--- src/rtl/chip8_vram_scanner_if.sv ---
// Pixel stream from the VRAM scanner to the LCD driver: RGB565 data with
// valid/ready handshake and frame first/last markers.
interface chip8_vram_scanner_if;
    logic [15:0] pix_data;
    logic        pix_valid;
    logic        pix_ready;
    logic        pix_first;
    logic        pix_last;

    modport master (
        output pix_data,
        output pix_valid,
        output pix_first,
        output pix_last,
        input  pix_ready
    );

    modport slave (
        input  pix_data,
        input  pix_valid,
        input  pix_first,
        input  pix_last,
        output pix_ready
    );
endinterface

--- src/rtl/chip8_vram_scanner.sv ---
// Read-side scanner for the 64x32 CHIP-8 frame buffer: walks VRAM port B row by
// row and streams each bit as a SCALE x SCALE block of RGB565 pixels.
module chip8_vram_scanner #(
    parameter int          SCALE    = 4,
    parameter logic [15:0] FG_COLOR = 16'hFFFF,
    parameter logic [15:0] BG_COLOR = 16'h0000
) (
    input  logic                        CLOCK_50,
    input  logic                        reset,
    input  logic                        start,
    output logic                        busy,
    output logic                        frame_done,
    output logic [4:0]                  vram_address_out,
    input  logic [63:0]                 vram_data_in,
    output logic                        vram_wren_out,
    output logic [63:0]                 vram_wdata_out,
    chip8_vram_scanner_if.master        pix
);

    typedef enum logic [1:0] {
        IDLE,
        FETCH,
        LATCH,
        STREAM
    } state_t;

    localparam logic [2:0] SUB_LAST = 3'(SCALE - 1);

    state_t      state;
    state_t      state_next;
    logic [4:0]  row;
    logic [5:0]  x;
    logic [2:0]  sub_x;
    logic [2:0]  sub_y;
    logic [63:0] row_buf;

    logic xfer;
    logic sub_x_end;
    logic line_end;
    logic group_end;
    logic frame_end;

    assign xfer      = (state == STREAM) && pix.pix_ready;
    assign sub_x_end = (sub_x == SUB_LAST);
    assign line_end  = sub_x_end && (x == 6'd63);
    assign group_end = line_end && (sub_y == SUB_LAST);
    assign frame_end = group_end && (row == 5'd31);

    // NOTE: sequential state uses non-blocking assignments so every register
    // samples pre-edge values regardless of process evaluation order.
    always_ff @(posedge CLOCK_50) begin
        if (reset) begin
            state <= IDLE;
        end else begin
            state <= state_next;
        end
    end

    // NOTE: state_next gets its default before the case so no path leaves it
    // unassigned, which would otherwise infer a latch.
    always_comb begin
        state_next = state;
        case (state)
            IDLE:    if (start) state_next = FETCH;
            FETCH:   state_next = LATCH;
            LATCH:   state_next = STREAM;
            STREAM:  if (xfer && group_end) state_next = frame_end ? IDLE : FETCH;
            default: state_next = IDLE;
        endcase
    end

    always_ff @(posedge CLOCK_50) begin
        if (reset) begin
            busy             <= 1'b0;
            frame_done       <= 1'b0;
            vram_address_out <= 5'd0;
            row              <= 5'd0;
            x                <= 6'd0;
            sub_x            <= 3'd0;
            sub_y            <= 3'd0;
        end else begin
            frame_done <= 1'b0;
            if (state == IDLE && start) begin
                vram_address_out <= 5'd0;
                row              <= 5'd0;
                x                <= 6'd0;
                sub_x            <= 3'd0;
                sub_y            <= 3'd0;
                busy             <= 1'b1;
            end else if (xfer) begin
                // Odometer: sub_x -> x -> sub_y -> row; a finished row group
                // points the RAM at the next row while the FSM refetches.
                if (!sub_x_end) begin
                    sub_x <= sub_x + 3'd1;
                end else begin
                    sub_x <= 3'd0;
                    if (x != 6'd63) begin
                        x <= x + 6'd1;
                    end else begin
                        x <= 6'd0;
                        if (sub_y != SUB_LAST) begin
                            sub_y <= sub_y + 3'd1;
                        end else begin
                            sub_y <= 3'd0;
                            if (row != 5'd31) begin
                                row              <= row + 5'd1;
                                vram_address_out <= row + 5'd1;
                            end else begin
                                row        <= 5'd0;
                                busy       <= 1'b0;
                                frame_done <= 1'b1;
                            end
                        end
                    end
                end
            end
        end
    end

    // NOTE: row_buf is deliberately not reset; it is always reloaded in LATCH
    // before STREAM can read it.
    always_ff @(posedge CLOCK_50) begin
        if (state == LATCH) begin
            row_buf <= vram_data_in;
        end
    end

    assign pix.pix_valid = (state == STREAM);
    assign pix.pix_data  = (state != STREAM) ? 16'h0000
                         : (row_buf[6'd63 - x] ? FG_COLOR : BG_COLOR);
    assign pix.pix_first = (state == STREAM) && (row == 5'd0) && (sub_y == 3'd0)
                         && (x == 6'd0) && (sub_x == 3'd0);
    assign pix.pix_last  = (state == STREAM) && frame_end;

    assign vram_wren_out  = 1'b0;
    assign vram_wdata_out = 64'd0;

endmodule

--- src/flat_wrapper.sv ---
// flat-port wrapper written by rule: the top's interface ports become plain ports
module chip8_vram_scanner_flat 
#(
    parameter int          SCALE    = 4,
    parameter logic [15:0] FG_COLOR = 16'hFFFF,
    parameter logic [15:0] BG_COLOR = 16'h0000
)
  (CLOCK_50, reset, start, busy, frame_done, vram_address_out, vram_data_in, vram_wren_out, vram_wdata_out, pix_pix_data, pix_pix_valid, pix_pix_first, pix_pix_last, pix_pix_ready);
  chip8_vram_scanner_if pix_i ();
  input  logic CLOCK_50;
  input  logic reset;
  input  logic start;
  output logic busy;
  output logic frame_done;
  output logic [4:0] vram_address_out;
  input  logic [63:0] vram_data_in;
  output logic vram_wren_out;
  output logic [63:0] vram_wdata_out;
  output wire logic [$bits(pix_i.pix_data)-1:0] pix_pix_data;
  output wire logic [$bits(pix_i.pix_valid)-1:0] pix_pix_valid;
  output wire logic [$bits(pix_i.pix_first)-1:0] pix_pix_first;
  output wire logic [$bits(pix_i.pix_last)-1:0] pix_pix_last;
  input wire logic [$bits(pix_i.pix_ready)-1:0] pix_pix_ready;
  assign pix_pix_data = pix_i.pix_data;
  assign pix_pix_valid = pix_i.pix_valid;
  assign pix_pix_first = pix_i.pix_first;
  assign pix_pix_last = pix_i.pix_last;
  assign pix_i.pix_ready = pix_pix_ready;
  chip8_vram_scanner #(.SCALE(SCALE), .FG_COLOR(FG_COLOR), .BG_COLOR(BG_COLOR)) u_core (.CLOCK_50(CLOCK_50), .reset(reset), .start(start), .busy(busy), .frame_done(frame_done), .vram_address_out(vram_address_out), .vram_data_in(vram_data_in), .vram_wren_out(vram_wren_out), .vram_wdata_out(vram_wdata_out), .pix(pix_i));
endmodule
--- config.mk ---
export PLATFORM = sky130hd
export DESIGN_NAME = chip8_vram_scanner_flat
export DESIGN_NICKNAME = d
export VERILOG_FILES = /design/src/rtl/chip8_vram_scanner_if.sv /design/src/rtl/chip8_vram_scanner.sv /design/src/flat_wrapper.sv
export SDC_FILE = /design/constraint.sdc
export NUM_CORES = 1
export LEC_CHECK = 0
export ABC_CLOCK_PERIOD_IN_PS = 3100
export CAP_MARGIN = 20
export CORE_MARGIN = 2
export CORE_UTILIZATION = 41
export DETAILED_ROUTE_END_ITERATION = 6
export GPL_TIMING_DRIVEN = 0
export PLACE_DENSITY = 0.78
export RECOVER_POWER = 100
export SLEW_MARGIN = 20
export SYNTH_ARGS = -nofsm -noshare
export SYNTH_HDL_FRONTEND = slang
export SYNTH_SLANG_ARGS = --single-unit
--- constraint.sdc ---
create_clock -name CLOCK_50 -period 3.1 [get_ports CLOCK_50]
set_clock_uncertainty 0.2 [all_clocks]
set_input_delay 0.93 -clock CLOCK_50 [delete_from_list [all_inputs] [get_ports CLOCK_50]]
set_output_delay 0.93 -clock CLOCK_50 [all_outputs]
set_load 0.05 [all_outputs]
# [After elaboration in Yosys (flattened, before gate mapping)]
# Index checks and enable logic that the tools add are counted.
[totals] ff_bits=90 input_bits=68 out_inout_bits=91 word_cells=80
[classes] addsub=5 n_lt_le_gt_ge=1 eq_ne=16 n_mux=19 n_bitwise=4 n_reduce_logical=26
[ops] op="16-bit 2-to-1 mux" count=2
[ops] op="1-bit logical AND" count=11
[ops] op="5-bit AND reduction" count=2
[ops] op="1-bit 2-to-1 mux" count=9
[ops] op="2-bit by 1-bit != test with 1-bit output (second input constant)" count=4
[ops] op="2-bit case mux with 4 select lines" count=1
[ops] op="6-bit by 7-bit < comparator with 1-bit output (second input constant)" count=1
[ops] op="3-bit by 1-bit adder with 3-bit output (second input constant)" count=2
[ops] op="6-bit by 1-bit adder with 6-bit output (second input constant)" count=1
[ops] op="1-bit binary-select mux with 6-bit select" count=1
[ops] op="3-bit by 2-bit equality test with 1-bit output (second input constant)" count=2
[ops] op="6-bit equality test (second input constant)" count=1
[ops] op="3-bit logical NOT" count=2
[ops] op="6-bit logical NOT" count=1
[ops] op="3-bit 2-to-1 mux" count=2
[ops] op="6-bit 2-to-1 mux" count=1
[ops] op="6-bit != test (second input constant)" count=1
[ops] op="6-bit OR reduction" count=1
[ops] op="6-bit subtractor (first input constant)" count=1
[ops] op="5-bit by 1-bit adder with 5-bit output (second input constant)" count=1
[ops] op="5-bit equality test (second input constant)" count=1
[ops] op="5-bit logical NOT" count=1
[ops] op="5-bit 2-to-1 mux" count=1
[ops] op="5-bit != test (second input constant)" count=1
[ops] op="other kinds (12)" count=20

# [Depth between registers and ports, before layout]
[depth] depth_word=7 ltp_mapped=8

# [Worst setup path after synthesis]
# No wires, ideal clock.
[synth_timing] path_type="reg2out" from="register u_core.state[1]" to="output port pix_pix_first" arrival_time_ns=2.913 setup_slack_ns=-0.943 path_stages_with_launch=5 path_buffers=0 path_cell_list="dfxtp_1 ha_1 or2b_1 or4b_2 nor3_1"
[synth_between] elab_chain_len=5
[synth_lines] item="start: declaration" line="chip8_vram_scanner.sv:29" text="state_t state;"
[synth_lines] item="start signal: assignment" line="chip8_vram_scanner.sv:55" text="state <= state_next;"
[synth_lines] item="2-bit equality test"
[synth_lines] item="net pix_pix_valid" line="flat_wrapper.sv:20" text="output wire logic [$bits(pix_i.pix_valid)-1:0] pix_pix_valid;"
[synth_lines] item="1-bit logical AND (2 in series)" line="chip8_vram_scanner.sv:131" text="assign pix.pix_first = (state == STREAM) && (row == 5'd0) && (sub_y == 3'd0)"
[synth_lines] item="1-bit logical AND (2 in series)" line="chip8_vram_scanner.sv:132" text="&& (x == 6'd0) && (sub_x == 3'd0);"
[synth_lines] item="end: declaration" line="flat_wrapper.sv:21" text="output wire logic [$bits(pix_i.pix_first)-1:0] pix_pix_first;"
# The timed path passes the listed nets, and every way through them passes these cells.

# [Final worst setup path]
[layout_timing] from="register u_core.x[0]" to="output port pix_pix_data[13]"
[layout_between] elab_chain_len=5
[layout_lines] item="start: declaration" line="chip8_vram_scanner.sv:32" text="logic [5:0] x;"
[layout_lines] item="start signal: assignment" line="chip8_vram_scanner.sv:98" text="x <= x + 6'd1;"
[layout_lines] item="6-bit subtractor" line="chip8_vram_scanner.sv:130" text=": (row_buf[6'd63 - x] ? FG_COLOR : BG_COLOR);"
[layout_lines] item="1-bit binary-select mux with 6-bit select" line="chip8_vram_scanner.sv:130"
[layout_lines] item="1-bit 2-to-1 mux (not written as such)" line="chip8_vram_scanner.sv:130"
[layout_lines] item="16-bit 2-to-1 mux" line="chip8_vram_scanner.sv:130"
[layout_lines] item="16-bit 2-to-1 mux" line="chip8_vram_scanner.sv:129" text="assign pix.pix_data = (state != STREAM) ? 16'h0000"
[layout_lines] item="end: declaration" line="flat_wrapper.sv:19" text="output wire logic [$bits(pix_i.pix_data)-1:0] pix_pix_data;"
# No other way between the ends. The select of a mux whose other input is x is not followed.

==> qor.yml <==
run_status:
  status: "finished with violations"
  violations: "negative setup slack"
synth:
  synth-edff-count: 64
  yosys_register_bits: 90
  synth_fa_ha_area_share_pct: 3.66
  synth_compound_area_share_pct: 4.03
  synth-async-reset-ratio_pct: 0
  ys_top_cells_by_area: "edfxtp_1, buf_4, dfxtp_1"
  syn_area_sq_um: 4440
  avgSynthCellArea_sq_um: 12.6
  synth_warnings: 0
  yosysUniqueCellTypes: 45
  synth_xor_area_share_pct: 1.18
  ys.flop_type: "edfxtp_1"
  synth_top_area_share_pct: 43.3
  synthCells: 353
  yosys.area.top_type: "edfxtp_1"
  muxShareOfSynthArea_pct: 9.41
  synth_top_family_by_area: "buffers and inverters"
  synthSimpleGateAreaFrac_pct: 10.6
  ys_seq_area_share_pct: 55.0
power_and_ir_drop:
  leakage_nw: 2.61
  p_per_area_nw_per_um2: 482
  vdd_ir_drop_max_mv: 0.287
clock_network:
  root_buffer: "clkbuf_8"
  clock_sinks: 90
  numCtsBuffers: 9
  hold_buffers: 0
  worstSkewPairLatency_ns: 0.36
  cts_tree: "done"
  cts_max_path_buffers: 2
  htreeDepth: 3
  clk_pin_slew_ns: 0.10
sta:
  final.setup.worst_slack_ns: -0.669
  setup_viol: 19
  fin_tns_setup_ns: -9.98
  layout_min_cycle_time_ns: 3.77
  hold_viol: 0
  hold_slack_ns: 0.280
  clock.fmax_mhz: 265
  tightest_slew_ns: 1.33
  fin_crit_sh_pct: 122
  rsz0062_at_grt: "yes"
  slew_viol_final: 0
  slew_headroom_pct: 11.5
place:
  hpwl_microns: 6820
  numPlacedInstances: 647
  dp_slack_ns: -0.985
  routabilityCongestion: 0.843
  placed_cell_area_sq_um: 6020
  port_buffers: 93
grt:
  grt_overflow: 0
  grt_pass1_wl_microns: 14900
  grt_max_degree: 56
  grt_pass1_vias: 2973
  track_usage_pct: 16.7
  antenna_found_initial: 1
worst_setup_path:
  crit_chain: "buf_8, buf_12, mux4_2, a22oi_2, nand4_1, a32o_4, buf_12, buf_8, buf_8"
  arrival_ns: 2.64
  path_max_fanout: 7
  slowest_stage: "mux4_2"
  path_common_cell: "buf_8"
  required_ns: 1.97
  worstSetupStartpointType: "flop"
  slowest_delay_ns: 0.50
  crit_path_end_kind: "output port"
  critPathKind: "flop to output port"
detailed_routing:
  via_count: 3106
  via_per_inst: 4.59
  wl_per_cell_microns: 14.5
  dr.pass1.iters: 4
  first_iter_violations: 197
  wl_microns: 9840
  final_antenna_net_count: 0
  drc_errors: 0
floorplanning:
  core_sq_um: 10400
  die_w_microns: 108
  io_pins: 159
  dieArea_sq_um: 11700
  die_h_microns: 108
  start_util_pct: 42.6
  rows: 37
final_layout:
  post-route-cell-area_sq_um: 6600
  area_growth_pct: 48.6
  drive_gt1_share_pct: 34.1
  layout.nets: 616
  fillers: 788
  fin_cells: 677
flow_run:
  maxCapViolCount: 0
worst_hold_path:
  worst_hold_path_type: "flop to flop"
==> layer usage <==
| metal | vias to the layer above | share of wire [%] | wire length (microns) | GRT usage (%) |
|---|---|---|---|---|
| met5 | - | 0 | 0 | 0 |
| met3 | 20 | 7.6 | 748 | 3.44 |
| li1 | 1497 | - | - | - |
| met2 | 147 | 51 | 5050 | 28.9 |
| met4 | 0 | 2.1 | 204 | 7.51 |
| met1 | 1442 | 39 | 3840 | 19.9 |
==> cell families after synthesis <==
logic type / Yosys count
buffers and inverters: 106
DFF: 90
and+or+nand+nor: 83
AOI/OAI and AO/OA: 30
muxes: 24
adders and majority gates: 13
xor gates and xnor gates: 6
other: 1
==> timing repair <==
| item | in CTS | in global routing |
|---|---|---|
| buffers inserted | 13 | 4 |
| pin swaps | 8 | 6 |
| cloned | 1 | 0 |
| setup endpoints to repair | 18 | 18 |
| resized for setup | 173 | 16 |
==> synthesized netlist by cell type, types with 2 or more instances <==
cell      count
nand3_1       6
buf_2         4
xnor2_1       2
or3_1         3
a22oi_1       2
mux4_2       14
clkbuf_1      8
nand4_1       5
mux2_2        2
nor2_1       21
nor4_1        6
inv_1        13
nand2_1      15
and3_1        3
ha_1         13
nor4b_1       2
xor2_1        4
dfxtp_1      26
nor2b_1       3
nor3_1        4
buf_4        80
and4b_1       2
a211oi_1      4
a21oi_1      14
edfxtp_1     64
o21ai_0       6
mux2i_1       8
nand3b_1      2
==> cells in the final DEF (no fill, tap or decap), types with 4 or more instances in the layout <==
| master | n |
|---|---|
| buf_4 | 72 |
| a211oi_1 | 4 |
| and3_1 | 4 |
| clkbuf_8 | 9 |
| o21ai_0 | 6 |
| clkbuf_1 | 4 |
| mux4_2 | 14 |
| dlygate4sd3_1 | 66 |
| dfxtp_1 | 20 |
| a21oi_1 | 13 |
| buf_6 | 11 |
| nand2_1 | 14 |
| nand4_1 | 5 |
| nor2_1 | 20 |
| conb_1 | 65 |
| buf_12 | 8 |
| xor2_1 | 4 |
| ha_1 | 9 |
| buf_8 | 25 |
| nand3_1 | 5 |
| inv_1 | 12 |
| clkdlybuf4s50_1 | 9 |
| edfxtp_1 | 64 |
| mux2i_1 | 8 |
| clkbuf_2 | 5 |
==> report_power, final <==
group          switching [mW]  internal, mW  leakage, nW
clock                   0.440         0.382       0.0939
sequential             0.0436          1.48        0.799
combinational           0.511         0.327         1.72
==> registers in the layout (all words and copies together) (netlist names) <==
register                 count
u_core.frame_done            1
u_core.row                   5
u_core.sub_y                 3
u_core.row_buf              64
u_core.busy                  1
u_core.sub_x                 3
u_core.state                 2
u_core.x                     6
u_core.vram_address_out      5
==> final cells by class <==
class,count,area (sq um),share of cell area [%]
sequential,90,2460,37.2
multi-input combinational,222,1730,26.2
timing repair buffer,111,1220,18.4
buffer,88,769,11.7
tap,136,170,2.58
clock buffer,10,128,1.93
clock inverter,6,71.3,1.08
inverter,13,52.6,0.796
antenna,1,2.50,0.0379
==> worst max-delay path: cells and delay by family (launching register included) <==
| kind | cells | cell delay [ns] |
|---|---|---|
| buffers and inverters | 5 | 0.65 |
| AOI/OAI and AO/OA | 2 | 0.57 |
| muxes | 1 | 0.50 |
| DFF | 1 | 0.36 |
| and+or+nand+nor | 1 | 0.18 |
==> per-stage QoR <==
step	power [mW]	util [%]
detailed placement	2.36	57.8
global route	3.31	63.4
floorplan	2.12	-
global placement	2.31	57.4
finish	3.18	63.4
CTS	3.23	62.6
==> final timing paths <==
kind                                        to  slack [ns]                    startpoint  cells past startpoint
setup / recovery              pix_pix_data[13]       -0.67      u_core.x[0]$_SDFFE_PP0N_                      9
hold / removal    u_core.sub_y[2]$_SDFFE_PP0P_        0.28  u_core.sub_y[2]$_SDFFE_PP0P_                      2
hold reg to reg   u_core.sub_y[2]$_SDFFE_PP0P_        0.28  u_core.sub_y[2]$_SDFFE_PP0P_                      2
setup reg to reg    u_core.row[2]$_SDFFE_PP0P_        0.37  u_core.state[0]$_SDFFE_PP0P_                      8
No activity file was read; power rests on OpenSTA's default activity.
==> RTL edit, RTL diff (same flow settings) <==
Make the reset (`reset`) asynchronous in 2 clocked blocks.
--- a/src/rtl/chip8_vram_scanner.sv
+++ b/src/rtl/chip8_vram_scanner.sv
@@ -48,7 +48,7 @@
 
     // NOTE: sequential state uses non-blocking assignments so every register
     // samples pre-edge values regardless of process evaluation order.
-    always_ff @(posedge CLOCK_50) begin
+    always_ff @(posedge CLOCK_50 or posedge reset) begin
         if (reset) begin
             state <= IDLE;
         end else begin
@@ -69,7 +69,7 @@
         endcase
     end
 
-    always_ff @(posedge CLOCK_50) begin
+    always_ff @(posedge CLOCK_50 or posedge reset) begin
         if (reset) begin
             busy             <= 1'b0;
             frame_done       <= 1'b0;
Check against the original RTL: differs if reset is asserted again (counterexample within 4 cycles, from zero or initial values and one cycle with reset high); with reset held inactive, the same outputs for 10 cycles.
==> RTL edit against the unedited design <==
- the flow still finishes with violations (setup timing)
- sequential cell count unchanged
- design area is 3.6% lower
- worst setup slack got worse by 9.4 ps
- routed wire length fell by 6.9%
- synthesized area rose by 3.5%
- critical path depth unchanged
Power is not compared: it rests on default switching activity, and its combinational part moved more than twofold at a synthesized area within 25%.
==> RTL edit: results (changes against the unedited design) <==
post-synthesis cell area 4590 um2 (was 4440 um2); post-synthesis adder-cell area fraction 3.54% (was 3.66%); Slew @ Worst Pin 1480 ps (was 1330 ps); area of the multi-input gates 1620 um2 (was 1730 um2); R2R cell count 7 (was 8); CP max stage delay 550 ps (was 500 ps); status complete, but fails checks (unchanged); setup ws final -678 ps (was -669 ps); Synth Area in XOR/XNOR 1.14% (was 1.18%); CTS Root Cell clkbuf_8 (unchanged); row count 38 (was 37); routed wire length 9.16 mm (was 9.84 mm); final setup vio count 23 (was 19); Non-clock buffers 196 (was 199); register area 2570 um2 (was 2460 um2); largest net degree at the start of global routing 65 (was 56); Worst Setup SP u_core.x[1]$_DFFE_PP0P_ (was u_core.x[0]$_SDFFE_PP0N_); Post-synth ARST share 28.9% (was 0%); first-pass GRT wire length 14.2 mm (was 14.9 mm); layout cells sized above 1 31.6% (was 34.1%); crit-path max FO 16 (was 7); capturing point of the worst reg2reg path u_core.row[2]$_DFFE_PP0P_ (was u_core.row[2]$_SDFFE_PP0P_); failing checks setup timing (unchanged); detailed-placement wirelength estimate 6.67 mm (was 6.82 mm); Synth Area in Compound Gates 4.47% (was 4.03%); worst path arrival time 2650 ps (was 2640 ps); hold path depth 1 (was 2); GPL Wtd Cong 0.828 (was 0.843); most frequent cells after synthesis buf_4, edfxtp_1, dfrtp_1 (was buf_4, edfxtp_1, dfxtp_1); Seq/Total Area, Yosys 56.0% (was 55.0%); sum of negative setup slack -11080 ps (was -9980 ps); Worst R2R Setup Slack 280 ps (was 370 ps); initial antenna violation count 0 (was 1); NonClk Buf Share 27.5% (was 30.1%); inverters 15 (was 13); vias after detailed routing 3113 (was 3106); Worst Hold End u_core.busy$_DFFE_PP0P_ (was u_core.sub_y[2]$_SDFFE_PP0P_); multi-input gates 211 (was 222); fillcell total 836 (was 788); initial DRC count 169 (was 197); vias in the first global route 2986 (was 2973); diode count 0 (was 1); Reg-to-Reg Start u_core.state[0]$_DFFE_PP0P_ (was u_core.state[0]$_SDFFE_PP0P_); GRT Util Overall 15.4% (was 16.7%); Nets 604 (was 616); worst setup path end pix_pix_data[15] (was pix_pix_data[13])
RTL edit: what timing repair did:
action / CTS / global route
gates resized for setup: 140 / 14
buffers inserted: 6 / 7
pin swaps: 5 / 5
setup endpoints to repair: 18 / 18
gates cloned: 0 / 0
RTL edit: layer usage:
metal	up-vias	track usage (%)	routed length, um	part of all wire, %
met3	15	4.09	910	9.9
met1	1459	19.0	3550	39
met5	-	0	0	0
met2	171	25.8	4530	49
met4	0	6.06	174	1.9
li1	1468	-	-	-
RTL edit: power breakdown:
part           internal, mW  leakage [nW]  switching (mW)
Sequential             1.32         0.898          0.0408
Clock                 0.299        0.0795           0.429
Combinational         0.908          1.72            1.11
Total                  2.53          2.70            1.58
RTL edit: per-stage QoR:
stage	power [mW]	setup slack (ps)	area [um2]	hold slack [ps]	cells
global placement	3.16	-1100	5990	275	640
CTS	4.08	-692	6300	298	662
finish	4.11	-678	6360	286	668
detailed placement	3.19	-1190	6030	276	641
floorplan	2.72	-535	4880	289	407
global route	4.29	-764	6360	321	668
